### config.mk
export PLATFORM = sky130hd
export DESIGN_NAME = dot_product_accumulator
export DESIGN_NICKNAME = d
export VERILOG_FILES = /design/src/rtl/dvm_pkg.sv /design/src/rtl/dot_product_accumulator.sv
export SDC_FILE = /design/constraint.sdc
export NUM_CORES = 1
export LEC_CHECK = 0
export ABC_CLOCK_PERIOD_IN_PS = 3200
export CORE_MARGIN = 2
export CORE_UTILIZATION = 50
export DETAILED_ROUTE_END_ITERATION = 12
export PLACE_DENSITY_LB_ADDON = 0.25
export SLEW_MARGIN = 10
export SYNTH_ARGS = -nofsm -noshare
export SYNTH_HDL_FRONTEND = slang
export SYNTH_SLANG_ARGS = --single-unit
### constraint.sdc
create_clock -name clk -period 3.2 [get_ports clk]
set_input_delay 0.32 -clock clk [delete_from_list [all_inputs] [get_ports clk]]
set_output_delay 0.32 -clock clk [all_outputs]
set_load 0.01 [all_outputs]
### src/rtl/dvm_pkg.sv
// Shared definitions for the dense vector-vector multiplier datapath.
//   - dvm_state_e : control state of the dot-product accumulator
//   - DVM_*       : default widths; DVM_MUL_PROD_W is the product width
//                   produced by the 2-stage shift-and-add multiply unit.
package dvm_pkg;

    localparam int unsigned DVM_MUL_PROD_W = 16;
    localparam int unsigned DVM_PROD_W     = DVM_MUL_PROD_W;
    localparam int unsigned DVM_LEN_W      = 8;
    localparam int unsigned DVM_ACC_W      = 32;

    typedef enum logic [1:0] {
        IDLE  = 2'd0,
        ACCUM = 2'd1,
        HOLD  = 2'd2
    } dvm_state_e;

endpackage

### src/rtl/dot_product_accumulator.sv
// dot_product_accumulator
// Sums vec_len products from the multiply unit into one dot-product result
// and presents it through a valid/ready handshake, held until accepted.
//
// Ports:
//   clk, rst     clock; asynchronous active-high reset
//   start        begin a new operation (honoured only in IDLE)
//   vec_len      number of products to sum, latched on accepted start
//   prod_in      product from the multiply unit
//   prod_valid   product qualifier (multiply unit done)
//   busy         high whenever not IDLE
//   count        products accumulated in the current operation
//   dot_out      final sum, stable while dot_valid
//   dot_valid    result available
//   dot_ready    downstream accepts result
//   overflow     sticky carry out of the accumulator for this operation
//   err_drop     sticky: product arrived outside ACCUM and was discarded
//
// Build option: define ACC_SAT_EN to saturate the accumulator at all-ones
// instead of wrapping modulo 2^ACC_W.
module dot_product_accumulator
    import dvm_pkg::*;
#(
    parameter int unsigned PROD_W = DVM_PROD_W,
    parameter int unsigned LEN_W  = DVM_LEN_W,
    parameter int unsigned ACC_W  = DVM_ACC_W
) (
    input  logic              clk,
    input  logic              rst,
    input  logic              start,
    input  logic [LEN_W-1:0]  vec_len,
    input  logic [PROD_W-1:0] prod_in,
    input  logic              prod_valid,
    output logic              busy,
    output logic [LEN_W-1:0]  count,
    output logic [ACC_W-1:0]  dot_out,
    output logic              dot_valid,
    input  logic              dot_ready,
    output logic              overflow,
    output logic              err_drop
);

    dvm_state_e         state_q, state_d;
    logic [ACC_W-1:0]   acc_q, acc_d;
    logic [LEN_W-1:0]   len_q, len_d;
    logic [LEN_W-1:0]   count_q, count_d;
    logic [ACC_W-1:0]   dot_out_q, dot_out_d;
    logic               dot_valid_q, dot_valid_d;
    logic               ovf_q, ovf_d;
    logic               err_q, err_d;

    logic [ACC_W:0]     sum_ext;
    logic               carry;
    logic [ACC_W-1:0]   acc_next;
    logic [LEN_W-1:0]   count_inc;

    // One extra bit on the adder captures the carry out of bit ACC_W-1.
    assign sum_ext   = {1'b0, acc_q} + {{(ACC_W + 1 - PROD_W){1'b0}}, prod_in};
    assign carry     = sum_ext[ACC_W];
    assign count_inc = count_q + LEN_W'(1);

`ifdef ACC_SAT_EN
    // All-ones plus any nonzero product carries again, so a saturated
    // accumulator stays pinned at all-ones.
    assign acc_next = carry ? '1 : sum_ext[ACC_W-1:0];
`else
    assign acc_next = sum_ext[ACC_W-1:0];
`endif

    always_comb begin
        state_d     = state_q;
        acc_d       = acc_q;
        len_d       = len_q;
        count_d     = count_q;
        dot_out_d   = dot_out_q;
        dot_valid_d = dot_valid_q;
        ovf_d       = ovf_q;
        err_d       = err_q;

        case (state_q)
            IDLE: begin
                if (prod_valid) begin
                    err_d = 1'b1;
                end
                // An accepted start clears the sticky flags, even if a stray
                // product arrives in the same cycle.
                if (start) begin
                    acc_d   = '0;
                    count_d = '0;
                    ovf_d   = 1'b0;
                    err_d   = 1'b0;
                    if (vec_len != '0) begin
                        len_d   = vec_len;
                        state_d = ACCUM;
                    end else begin
                        dot_out_d   = '0;
                        dot_valid_d = 1'b1;
                        state_d     = HOLD;
                    end
                end
            end
            ACCUM: begin
                if (prod_valid) begin
                    acc_d   = acc_next;
                    count_d = count_inc;
                    if (carry) begin
                        ovf_d = 1'b1;
                    end
                    if (count_inc == len_q) begin
                        dot_out_d   = acc_next;
                        dot_valid_d = 1'b1;
                        state_d     = HOLD;
                    end
                end
            end
            HOLD: begin
                if (prod_valid) begin
                    err_d = 1'b1;
                end
                if (dot_ready) begin
                    dot_valid_d = 1'b0;
                    state_d     = IDLE;
                end
            end
            default: begin
                state_d = IDLE;
            end
        endcase
    end

    always_ff @(posedge clk or posedge rst) begin
        if (rst) begin
            state_q     <= IDLE;
            acc_q       <= '0;
            len_q       <= '0;
            count_q     <= '0;
            dot_out_q   <= '0;
            dot_valid_q <= 1'b0;
            ovf_q       <= 1'b0;
            err_q       <= 1'b0;
        end else begin
            state_q     <= state_d;
            acc_q       <= acc_d;
            len_q       <= len_d;
            count_q     <= count_d;
            dot_out_q   <= dot_out_d;
            dot_valid_q <= dot_valid_d;
            ovf_q       <= ovf_d;
            err_q       <= err_d;
        end
    end

    assign busy      = (state_q != IDLE);
    assign count     = count_q;
    assign dot_out   = dot_out_q;
    assign dot_valid = dot_valid_q;
    assign overflow  = ovf_q;
    assign err_drop  = err_q;

endmodule

==> results of run 1 <==
## final cells by class
class	count	share of cell area
Tap cell	133	0.0272
Multi-Input combinational cell	392	0.437
Inverter	17	0.0107
Clock buffer	11	0.0231
Timing Repair Buffer	80	0.136
Sequential cell	85	0.348
Clock inverter	5	0.0174
## metrics by stage
stage	hold WS, ns	cells	utilization	instance area (um^2)	setup WS [ns]
3_5_place_dp	0.474	707	0.602	5860	0.0655
6_report	0.368	723	0.628	6110	0.371
3_3_place_gp	0.464	707	0.602	5860	0.151
5_1_grt	0.413	723	0.628	6110	0.185
2_1_floorplan	0.406	525	-	5000	0.680
4_1_cts	0.385	723	0.628	6110	0.423
## report_power, final
part | leakage, nW | switching, mW | total, mW | internal (mW)
Sequential | 1.10 | 0.278 | 1.68 | 1.41
Combinational | 1.39 | 1.37 | 2.60 | 1.23
Clock | 0.120 | 0.397 | 0.940 | 0.543
## cells in the mapped netlist (3+ instances only)
cell type  number  area share
a211oi_1        3      0.0045
mux2_2         12       0.027
a31o_2          5      0.0088
and4_1          4      0.0070
xnor2_1        17       0.030
mux2i_1         5       0.010
a21oi_1        25       0.025
nand4_1         5      0.0063
nand2_1        54       0.041
clkbuf_1       27       0.020
dfrtp_1        85        0.43
nor3_1          9      0.0090
or3_1           4      0.0050
o2bb2ai_1       3      0.0053
o311a_1         3      0.0060
nand2b_1       15       0.019
o31ai_1        30       0.045
nor2_1         28       0.021
nor2b_1         8       0.010
and3_1          7      0.0088
o21a_1          3      0.0045
o21ai_0        48       0.048
mux2_4         10       0.030
inv_1          17       0.013
ha_1           17       0.043
a22o_1          4      0.0070
o22ai_1         3      0.0038
a21o_1          7       0.011
nand3_1        15       0.015
a31oi_1         8       0.010
xor2_1         17       0.030
## registers in the layout (all words and copies together) (netlist names)
name	count
count	8
err_drop	1
acc_q	32
dot_out	32
overflow	1
state_q	2
len_q	8
dot_valid	1
## final timing paths
check / start / to / slack, ns
setup / recovery: prod_in[0] / acc_q[20] / 0.37
hold / removal: rst / dot_out[3] / 0.37
setup reg to reg: acc_q[0] / acc_q[20] / 0.41
hold reg to reg: dot_valid / dot_valid / 0.49
max in group asynchronous: rst / acc_q[24] / 2.49
min in group clk: dot_valid / dot_valid / 0.49
## tightest hold or removal path, stage by stage
cell	delay, ns
clkdlybuf4s50_1	0.41
clkinv_2	0.06
buf_12	0.36
## cell families (layout without fill, tap and decap cells)
| kind of cell | count (synthesis) | count (layout) |
|---|---|---|
| AOI/OAI and AO/OA | 156 | 156 |
| xor gates and xnor gates | 34 | 34 |
| adders and majority gates | 18 | 18 |
| buffers and inverters | 48 | 113 |
| and+or+nand+nor | 157 | 157 |
| muxes | 27 | 27 |
| DFF | 85 | 85 |
## metal layers
metal,global-route usage,vias to the layer above,part of all wire
met5,0,-,0
met4,0.0994,0,0.027
met3,0.0357,26,0.049
met2,0.360,130,0.47
met1,0.300,2046,0.45
li1,-,2008,-
==> impl_metrics.toml, run 1 <==
[status]
status = "finished, final reports clean"

[global_routing]
grt_pass1_wl_mm = 19.8
grt-ovfl-total = 0
grt_start_max_net_pins = 86
first_global_vias = 4045
antenna_found_initial = 0
grt.total_usage = 0.224

[synth]
ys.flop_type = "dfrtp_1"
synthXorXnorAreaFrac = 0.0596
yosysWarnings = 0
synthAdderAreaFrac = 0.0465
synth_seq_cells = 85
syn-num-nets = 572
synth_cell_types = 54
synth_top_family_by_area = "compound AO/OA/AOI/OAI gates"
yosysSeqAreaShare = 0.425
synth-compound-area-share = 0.206
synthArstFlopShare = 1.00
syn_area_per_cell_um2 = 9.52
netlist_instances = 525
synth_simple_gate_area_frac = 0.154
synth_edf_count = 0
netlist_area_um2 = 5000
post_synth_mux_area_share = 0.0671

[floorplanning]
dieArea_um2 = 10800
io_pins = 73
core_area_um2 = 9730
die_height_um = 104
die_w_um = 104
rows = 36
initial_core_util = 0.514

[power]
p_per_area_nw_per_um2 = 855
leakagePower_nw = 2.62
power_mw = 5.23
ir_drop_uv = 421

[setup_path]
crit_cells = 12
path_buf_inv = 3
cp_max_fo = 17
crit_path_cell_trace = "clkdlybuf4s50_1 > ha_1 > inv_1 > fa_1 > nor2b_1 > o31a_1 > o21ai_0 > a21oi_1 > buf_12 > nor2b_1 > o21ai_0 > a22o_1"
cp-end-kind = "flip-flop"
cpMaxStageDelayCell = "clkdlybuf4s50_1"
critical-path-top-delay-family = "compound AO/OA/AOI/OAI gates"
crit_type = "input port to flip-flop"
slowest_delay_ns = 0.48
worst_ep_arrival_time_ns = 3.09
start_kind = "input port"
cp.required_ns = 3.46
worstRegToRegCells = 11

[layout]
final_nets = 632
fillers = 834
final_common_cell = "dfrtp_1"
multi_input_area_um2 = 2670
syn2layout_area_growth_pct = 22.2
mostFrequentLayoutCells = "dfrtp_1, clkdlybuf4s50_1, nand2_1, o21ai_0, o31ai_1"
n_antenna_cell = 0
drive_gt1_frac = 0.103
regArea_um2 = 2130

[clock_network]
ctsResizeCount = 0
cts_hold_buf = 0
cts_tree = "built"
cts.sinks = 85
clockBufferDepth = 2
cts_buffers = 9
cts-root-buf = "clkbuf_8"
h-tree-depth = 3
clk_pin_slew_ns = 0.09
clk_latency_ns = 0.36
cts_setup_buffers = 0

[detailed_routing]
routed_wl_mm = 11.7
drt_iter0_markers = 188
via_per_inst = 5.82
ant_nets = 0
drtPass1Iterations = 5
wl_per_cell_um = 16.2
routed-via-count = 4210
drc = 0

[timing]
period_needed_ns = 2.83
fin_tns_setup_ns = 0
rsz0062_at_grt = "no"
timing.final.hold_violations = 0
min_period_over_period = 0.884
slew_headroom = 0.495
fin_skew_ns = 0.00703
finalSetupViolCount = 0
slew_viol_final = 0
max_freq_mhz = 354
tightest_slew_ns = 0.756

[place]
place_hpwl_mm = 7.94
io_buffers = 72
place_congestion = 0.888

[flow_run]
cap_viol_max_count = 0

[worst_hold_path]
hp-class = "input port to async pin"
Note: power is estimated with default switching activity, not from simulation.
==> run 2, diff against run 1 <==
- CAP_MARGIN: not set -> 30
- DONT_BUFFER_PORTS: not set -> 1
==> run 2 against run 1 <==
Critical endpoint unchanged; sequential power increased by 6%; count of clock-buffer cells in the layout unchanged; critical path depth decreased by 1; first-iteration DRC count decreased by 6.9%; highest routed layer unchanged.
==> impl_metrics.toml, run 2 (synthesis results as in run 1) <==
[status]
status = "finished, final reports clean"

[layout]
drive_gt1_frac = 0.125
multi_input_area_um2 = 2670
regArea_um2 = 2130
final_nets = 565
mostFrequentLayoutCells = "dfrtp_1, nand2_1, o21ai_0, o31ai_1, nor2_1"
n_antenna_cell = 0
fin_area_um2 = 5400
fillers = 868
final_common_cell = "dfrtp_1"
syn2layout_area_growth_pct = 8.03

[global_routing]
first_global_vias = 3859
grt-ovfl-total = 0
antenna_found_initial = 0
grt_pass1_wl_mm = 19.3
grt_start_max_net_pins = 48
grt.total_usage = 0.222

[floorplanning]
io_pins = 73
rows = 36
die_height_um = 104
core_area_um2 = 9730
die_w_um = 104
dieArea_um2 = 10800
initial_core_util = 0.514

[clock_network]
clk_latency_ns = 0.37
cts.sinks = 85
cts-root-buf = "clkbuf_8"
cts_setup_buffers = 0
clockBufferDepth = 2
cts_tree = "built"
clk_pin_slew_ns = 0.08
cts_hold_buf = 1
ctsResizeCount = 0
h-tree-depth = 3
cts_buffers = 9

[place]
io_buffers = 0
pre_cts_slack_ns = 0.496
place_congestion = 0.870
place_area_um2 = 5120
place_hpwl_mm = 8.00

[worst_hold_path]
min_path_cells = 1
hp-class = "input port to flip-flop"

[timing]
finalSetupViolCount = 0
timing.final.hold_violations = 0
fin_skew_ns = 0.00545
rsz0062_at_grt = "no"
slew_headroom = 0.475
min_period_over_period = 0.864
period_needed_ns = 2.76
tightest_slew_ns = 0.785
slew_viol_final = 0
fin_tns_setup_ns = 0
hold_ws_ns = 0.0243
setup_slack_ns = 0.436
max_freq_mhz = 362

[setup_path]
cp_max_fo = 17
cp.required_ns = 3.46
worst_ep_arrival_time_ns = 3.03
crit_type = "flip-flop to flip-flop"
start_kind = "flip-flop"
worstRegToRegCells = 11
cp-end-kind = "flip-flop"

[detailed_routing]
ant_nets = 0
via_per_inst = 5.89
routed-via-count = 3860
drt_iter0_markers = 175
drtPass1Iterations = 4
wl_per_cell_um = 17.5
drc = 0
routed_wl_mm = 11.4

[power]
p_per_area_nw_per_um2 = 899
ir_drop_uv = 382
leakagePower_nw = 2.37

[flow_run]
cap_viol_max_count = 0
run 2: through the flow:
step,util,total power [mW],std cells
global route,0.555,5.23,655
floorplan,-,3.43,525
global placement,0.527,3.84,638
finish,0.555,4.85,655
detailed placement,0.527,3.92,638
CTS,0.553,4.87,654
run 2: layout make-up:
class	instances	area share
clock inverters	4	0.0176
repair buffers	13	0.0232
well taps	133	0.0308
flip-flops and latches	85	0.394
clock buffers	11	0.0280
multi-input cells	392	0.495
inverters	17	0.0120
run 2: worst paths after layout:
kind                          endpoint  slack [ns]     start
min in group asynchronous     acc_q[3]        0.27       rst
min                           err_drop        0.02     start
min reg2reg                   acc_q[3]        0.49  acc_q[3]
max reg2reg                  acc_q[20]        0.44  acc_q[0]
max in group asynchronous  dot_out[24]        2.18       rst
max                          acc_q[20]        0.44  acc_q[0]
run 2: metal layers:
layer | share of wire | GRT usage | wire length [um] | up-vias
met4 | 0.013 | 0.0685 | 148 | 0
li1 | - | - | - | 1862
met1 | 0.45 | 0.293 | 5180 | 1873
met2 | 0.47 | 0.359 | 5390 | 113
met3 | 0.064 | 0.0576 | 728 | 12
met5 | 0 | 0 | 0 | -
run 2: report_power, final:
part           total, mW  switching (mW)  internal [mW]
Clock              0.947           0.392          0.556
Combinational       2.13            1.20          0.929
Sequential          1.78           0.370           1.41
Total               4.85            1.96           2.89
run 2: worst max-delay path, stage by stage (launching register included):
cell and delay (ns):
dfrtp_1 0.38, ha_1 0.21, inv_1 0.06, fa_1 0.37, nor2b_1 0.19, o31a_1 0.24
o21ai_0 0.20, a21oi_1 0.18, buf_4 0.24, nor2b_1 0.25, o21ai_0 0.11, a22o_1 0.23
==> run 3, diff against run 2 <==
- CORE_MARGIN: 2 -> 1.5
==> run 3 against run 2 <==
Final area shrank 0.44%; via count grew 0.10%; clock power shrank 15%; flip-flop and latch count is the same; clock skew grew 0.0017 ns; first-iteration DRC count shrank 4.0%; non-clock buffer count shrank 1; largest power group unchanged; critical path type unchanged; routed wire length shrank 0.90%; setup slack lost 0.029 ns; highest routed layer unchanged; register-to-register slack lost 0.03 ns.
==> impl_metrics.toml, run 3 (synthesis results as in run 1) <==
[status]
status = "finished, final reports clean"

[clock_network]
cts_tree = "built"
clk_latency_ns = 0.36
cts.sinks = 85
cts-root-buf = "clkbuf_8"
clk_pin_slew_ns = 0.09
h-tree-depth = 3
cts_buffers = 9
clockBufferDepth = 2

[detailed_routing]
via_per_inst = 5.90
drc = 0
routed-via-count = 3864
ant_nets = 0
routed_wl_mm = 11.3
wl_per_cell_um = 17.3
drtPass1Iterations = 4
drt_iter0_markers = 168

[layout]
fin_area_um2 = 5380
drive_gt1_frac = 0.125
mostFrequentLayoutCells = "dfrtp_1, nand2_1, o21ai_0, o31ai_1, nor2_1"
syn2layout_area_growth_pct = 7.56
final_common_cell = "dfrtp_1"
n_antenna_cell = 0
final_nets = 564

[setup_path]
cp.required_ns = 3.46
r2r-start = "acc_q[0]"
worstRegToRegCells = 11
crit_type = "flip-flop to flip-flop"
start_kind = "flip-flop"
worst_ep_arrival_time_ns = 3.05
cp-end-kind = "flip-flop"
cp_max_fo = 17
r2r_slack_ns = 0.41
reg2reg_to = "acc_q[20]"

[floorplanning]
core_area_um2 = 9730
initial_core_util = 0.514
io_pins = 73
dieArea_um2 = 10600
die_w_um = 103
die_height_um = 103
rows = 36

[timing]
period_needed_ns = 2.79
min_period_over_period = 0.873
rsz0062_at_grt = "no"
slew_viol_final = 0
fin_tns_setup_ns = 0
tightest_slew_ns = 0.783
fin_skew_ns = 0.00719
timing.final.hold_violations = 0
max_freq_mhz = 358
finalSetupViolCount = 0
slew_headroom = 0.477

[global_routing]
grt_pass1_wl_mm = 18.7
grt.total_usage = 0.230
antenna_found_initial = 0
grt-ovfl-total = 0
grt_start_max_net_pins = 53
first_global_vias = 3828

[place]
io_buffers = 0
place_congestion = 0.849
place_hpwl_mm = 7.85
place_area_um2 = 5130

[worst_hold_path]
whs_endpoint = "err_drop"
hp-start = "start"
min_path_cells = 1
hp-class = "input port to flip-flop"

[flow_run]
cap_viol_max_count = 0

[power]
p_per_area_nw_per_um2 = 876
ir_drop_uv = 381
leakagePower_nw = 2.35
power_mw = 4.71
==> run 3: final cells by class <==
cell class	count	area, um^2
well taps	133	166
flip-flops and latches	85	2130
fillers	893	4350
clock inverters	5	58.8
multi-input cells	392	2670
inverters	17	65.1
repair buffers	12	138
clock buffers	11	151
==> run 3: worst max-delay path, stage by stage (launching register included) <==
cell and delay, ns:
dfrtp_1 0.37, ha_1 0.19, inv_1 0.06, fa_1 0.37, nor2b_1 0.22, o31a_1 0.25
o21ai_0 0.18, a21oi_1 0.17, buf_4 0.24, nor2b_1 0.27, o21ai_0 0.11, a22o_1 0.23
==> run 3: repair_timing <==
| action | 4_1_cts | 5_1_grt |
|---|---|---|
| hold buffers | 0 | 1 |
| resized for setup | 0 | 0 |
| setup buffers | 0 | 0 |
| endpoints found under the hold margin | 0 | 50 |
==> run 3: worst max-delay path by stage <==
stage	start	endpoint	slack [ns]	cells after the start
6_report	acc_q[0]	acc_q[20]	0.41	11
4_1_cts	acc_q[0]	acc_q[20]	0.44	11
5_1_grt	acc_q[0]	acc_q[20]	0.23	11
3_5_place_dp	acc_q[0]	acc_q[20]	0.47	11
2_1_floorplan	acc_q[0]	acc_q[18]	0.68	11
3_3_place_gp	acc_q[0]	acc_q[20]	0.54	11
==> run 3: power breakdown <==
part | internal, mW | total, mW | switching, mW
Combinational | 0.931 | 2.14 | 1.21
Sequential | 1.41 | 1.77 | 0.361
Clock | 0.403 | 0.804 | 0.401
==> run 3: metrics by stage <==
step / util / setup WS [ns] / hold slack [ns] / instances
2_1_floorplan: - / 0.680 / 0.406 / 525
3_3_place_gp: 0.527 / 0.544 / 0.411 / 637
3_5_place_dp: 0.527 / 0.470 / 0.411 / 637
4_1_cts: 0.549 / 0.435 / 0.0100 / 653
5_1_grt: 0.553 / 0.230 / 0.0269 / 655
6_report: 0.553 / 0.407 / 0.0293 / 655
==> run 3: routing by layer <==
metal  track usage  vias up  share of wire
li1              -     1865              -
met1         0.306     1888           0.45
met2         0.364      101           0.47
met3        0.0664       10          0.066
met4        0.0728        0          0.012
met5             0        -              0
